**src/rtl/mux7_rr_arbiter.sv**
```systemverilog
// mux7_rr_arbiter: round-robin owner of a shared 7:1 32-bit mux, with a bounded hold time
module mux7_rr_arbiter #(
    parameter int MAX_HOLD = 16,
    parameter int CNT_W    = 5
) (
    input  logic       clk,
    input  logic       reset,
    input  logic [6:0] req,
    output logic [6:0] grant,
    output logic [2:0] select,
    output logic       busy,
    output logic       preempt
);
    typedef enum logic {IDLE, GRANT} state_t;

    state_t           state_q, state_d;
    logic [6:0]       grant_q, grant_d, others;
    logic [2:0]       sel_q, sel_d, ptr_q, ptr_d, nxt, win;
    logic [CNT_W-1:0] cnt_q, cnt_d;
    logic             pre_q, pre_d, hold_hit, forced, rel;

    // First set bit of m, scanning upward from s and wrapping at 7.
    function automatic logic [2:0] rr_pick(input logic [6:0] m, input logic [2:0] s);
        logic [2:0] w;
        logic [3:0] t;
        w = '0;
        for (int k = 6; k >= 0; k--) begin
            t = {1'b0, s} + 4'(k);
            if (t >= 4'd7) t = t - 4'd7;
            if (m[t[2:0]]) w = t[2:0];
        end
        return w;
    endfunction

    always_comb begin
        hold_hit = (MAX_HOLD != 0) && (cnt_q == CNT_W'(MAX_HOLD));
        forced   = hold_hit && req[sel_q];
        rel      = !req[sel_q] || hold_hit;
        others   = req & ~grant_q;
        nxt      = (sel_q == 3'd6) ? 3'd0 : sel_q + 3'd1;
        win      = rr_pick(others, (state_q == IDLE) ? ptr_q : nxt);
        state_d  = state_q;
        grant_d  = grant_q;
        sel_d    = sel_q;
        ptr_d    = ptr_q;
        cnt_d    = cnt_q;
        pre_d    = 1'b0;
        if (state_q == IDLE) begin
            if (|req) begin
                state_d = GRANT;
                grant_d = 7'b1 << win;
                sel_d   = win;
                cnt_d   = CNT_W'(1);
            end
        end else if (!rel) begin
            cnt_d = (&cnt_q) ? cnt_q : cnt_q + CNT_W'(1);
        end else begin
            ptr_d = nxt;
            pre_d = forced;
            cnt_d = CNT_W'(1);
            if (|others) begin
                grant_d = 7'b1 << win;
                sel_d   = win;
            end else if (!forced) begin
                state_d = IDLE;
                grant_d = '0;
                cnt_d   = '0;
            end
        end
    end

    always_ff @(posedge clk or posedge reset) begin
        if (reset) begin
            state_q <= IDLE;
            grant_q <= '0;
            sel_q   <= '0;
            ptr_q   <= '0;
            cnt_q   <= '0;
            pre_q   <= 1'b0;
        end else begin
            state_q <= state_d;
            grant_q <= grant_d;
            sel_q   <= sel_d;
            ptr_q   <= ptr_d;
            cnt_q   <= cnt_d;
            pre_q   <= pre_d;
        end
    end

    assign grant   = grant_q;
    assign select  = sel_q;
    assign busy    = |grant_q;
    assign preempt = pre_q;
endmodule

```
**config.mk**
```make
export PLATFORM = sky130hd
export DESIGN_NAME = mux7_rr_arbiter
export DESIGN_NICKNAME = d
export VERILOG_FILES = /design/src/rtl/mux7_rr_arbiter.sv
export SDC_FILE = /design/constraint.sdc
export NUM_CORES = 1
export LEC_CHECK = 0
export BUFFER_PORTS_ARGS = -buffer_cell sky130_fd_sc_hd__buf_2
export CAP_MARGIN = 25
export CORE_ASPECT_RATIO = 2
export CORE_MARGIN = 2
export CORE_UTILIZATION = 41
export DETAILED_ROUTE_END_ITERATION = 8
export MAX_ROUTING_LAYER = met4
export PLACE_DENSITY = 0.69
export REMOVE_ABC_BUFFERS = 1
export SLEW_MARGIN = 20
export SYNTH_ARGS = -nofsm -noshare
export SYNTH_HDL_FRONTEND = slang
export SYNTH_SLANG_ARGS = --single-unit
```
**constraint.sdc**
```tcl
create_clock -name clk -period 9.2 [get_ports clk]
set_input_delay 1.84 -clock clk [delete_from_list [all_inputs] [get_ports clk]]
set_output_delay 1.84 -clock clk [all_outputs]
set_load 0.05 [all_outputs]
```
==> results by group <==
Placement
  – Pre-CTS WS: 4.32 ns
  – GPL Wtd Cong: 1.06
  – PortBufs: 20
  – Cell total after placement: 460
  – Post-DP HPWL: 7.71 mm

Finish
  – Antenna cells: 0
  – Share of layout cells above drive strength 1: 13.9%
  – Most frequent cells in the layout: nor2_1 (37), nand2_1 (31), mux2i_1 (28)
  – Final Net Count: 397
  – Layout area overhead: 6.63%
  – Finished Layout Cells: 464
  – Commonest non-fill, non-tap cell in the layout: nor2_1
  – Layout Utilization: 45.5%

Synthesis
  – Synth warn: 0
  – Cell area after synthesis: 0.00296 sq mm
  – Syn avg cell area: 8.03 sq um
  – Yosys reg bits: 20
  – Number of library cell types mapped by synthesis: 76
  – Mapped Cells: 369
  – Synth Flop Type: dfrtp_1
  – Seq/Total Area, Yosys: 16.9%
  – Ys async rst share: 100%
  – EDFF count, synth: 0

Routing
  – Total number of vias: 3148
  – TritonRoute pass-1 iters: 5
  – Vias per inst: 6.78
  – DR WL/cell: 21.2 um
  – Starting DRT DRC Count: 168
  – Routed WL: 9.84 mm
  – Detail Route Antenna Nets: 0
  – Drt drc: 0

GRT
  – Vias in the first global route: 3193
  – GRT Overall Usage: 26.4%
  – Largest net degree at the start of global routing: 29
  – Antenna violations before repair: 0
  – Global-route wire length before repair: 15.8 mm
  – Overflow after GRT: 0

Clock tree
  – Setup Fix Bufs, Post-CTS: 0
  – CTS resizes: 0
  – CTS Sinks: 20
  – Reg clk slew, reported paths: 0.06 ns
  – Max clock buf depth: 2
  – CTS tree: built
  – Post-CTS Hold Buffers: 0
  – CTS Root Cell: clkbuf_16
  – Worst skew pair latency: 0.26 ns
  – Htree depth: 1
  – CTS buffer count: 3

STA
  – Fmax achieved: 0.199 GHz
  – Slew HR: 46.2%
  – Slew Viols, Final: 0
  – Final Worst Setup Slack: 4.17 ns
  – Minimum clock period after layout: 5.03 ns
  – Worst slew pin tran: 0.806 ns
  – Final Setup Violations: 0
  – Fin crit share: 54.7%
  – Fin. Hold Viols: 0
  – Setup TNS: 0 ns
  – RSZ-0062 raised after global routing: false
  – Clock skew: 0.00643 ns

Worst setup path
  – Worst Path Max Fanout: 18
  – CP required: 9.37 ns
  – CP arrival: 5.20 ns
  – Cell-by-cell trace of the critical path: nor2b_1 > a21o_1 > buf_4 > ha_1 > inv_1 > fa_1 > inv_1 > a2111oi_0 > mux2_2 > o31ai_1 > o221a_1 > nor3_1 > a221oi_1 > nor3_1 > a221o_1 > o31ai_1
  – Kind of critical path: reg -> reg
  – Startpoint types: flip-flop
  – Slowest-stage cell, CP: dfrtp_1
  – Slowest cell delay on critical path: 0.63 ns
  – Crit end category: flip-flop

Min path
  – Hold Crit Class: reg -> reg

Floorplanning
  – Die Y: 124 um
  – Die Wd: 64.1 um
  – Initial core utilization: 42.7%
  – Ports: 21
  – Row Count: 43
  – Full die area: 0.00796 sq mm
  – Core box area: 0.00694 sq mm

Job
  – Maxcap violations: 0

Run status
  – Status: finished, final reports clean
==> stage by stage <==
stage | hold slack [ns] | instance area [sq um]
5_1_grt | 0.494 | 3160
3_5_place_dp | 0.468 | 3050
2_1_floorplan | 0.450 | 2830
3_3_place_gp | 0.461 | 3050
6_report | 0.477 | 3160
4_1_cts | 0.479 | 3160
==> critical path, delay by kind of cell (launching register included) <==
kind                     cells  cell delay [ns]
adder cells (fa/ha/maj)      2             0.88
multiplexers                 1             0.31
AO/OA/AOI/OAI                7             1.93
flip-flops                   1             0.63
buffers and inverters        3             0.56
AND/OR/NAND/NOR              3             0.62
==> routing by layer <==
metal,vias to the layer above,part of all wire (%),global-route usage (%)
met2,184,53,47.1
met5,-,0,-
met4,0,10,26.7
li1,1399,-,-
met3,80,4.6,1.99
met1,1485,32,23.6
==> flip-flops by register name, indices dropped and copies added (netlist names) <==
register	count
state_q	1
grant	7
select	3
cnt_q	5
preempt	1
ptr_q	3
==> area by class of cell <==
cell class / count / area [sq um]
Timing Repair Buffer: 21 / 108
Sequential cell: 20 / 500
Tap cell: 90 / 113
Multi-Input combinational cell: 313 / 2270
Fill cell: 717 / 3780
Clock inverter: 1 / 30.0
Clock buffer: 3 / 75.1
Inverter: 16 / 65.1
==> cell families after synthesis <==
group / share of synthesized area [%]
AND/OR/NAND/NOR: 24.9
AO/OA/AOI/OAI: 28.3
multiplexers: 16.1
buffers and inverters: 6.55
flip-flops: 16.9
adder cells (fa/ha/maj): 5.75
XOR/XNOR: 1.44
==> path summary, 6_finish.rpt <==
check                          from        to  slack [ns]  depth (start not counted)
max                         state_q  grant[4]        4.17                         16
min                        ptr_q[2]  ptr_q[2]        0.48                          1
max reg2reg                 state_q  grant[4]        4.17                         16
min reg2reg                ptr_q[2]  ptr_q[2]        0.48                          1
max in group asynchronous     reset   preempt        6.96                          2
min in group asynchronous     reset  grant[3]        1.72                          2
==> synth_stat cells, types with 6 or more instances <==
library cell	instances	share of area (%)
o21ai_0	12	2.0
nor3_1	13	2.2
a21oi_1	23	3.9
clkbuf_1	7	0.89
mux2_2	8	3.0
nor2b_1	11	2.3
nand3_1	6	1.0
nand2b_1	15	3.2
nand4_1	7	1.5
inv_1	14	1.8
mux2i_1	28	9.5
ha_1	12	5.1
nand2_1	31	3.9
buf_6	6	2.3
dfrtp_1	20	17
o31ai_1	10	2.5
nor2_1	37	4.7
Power is left out: the tool's default activity adds up to more than one toggle a clock period on the data nets, which glitch-free logic cannot reach.
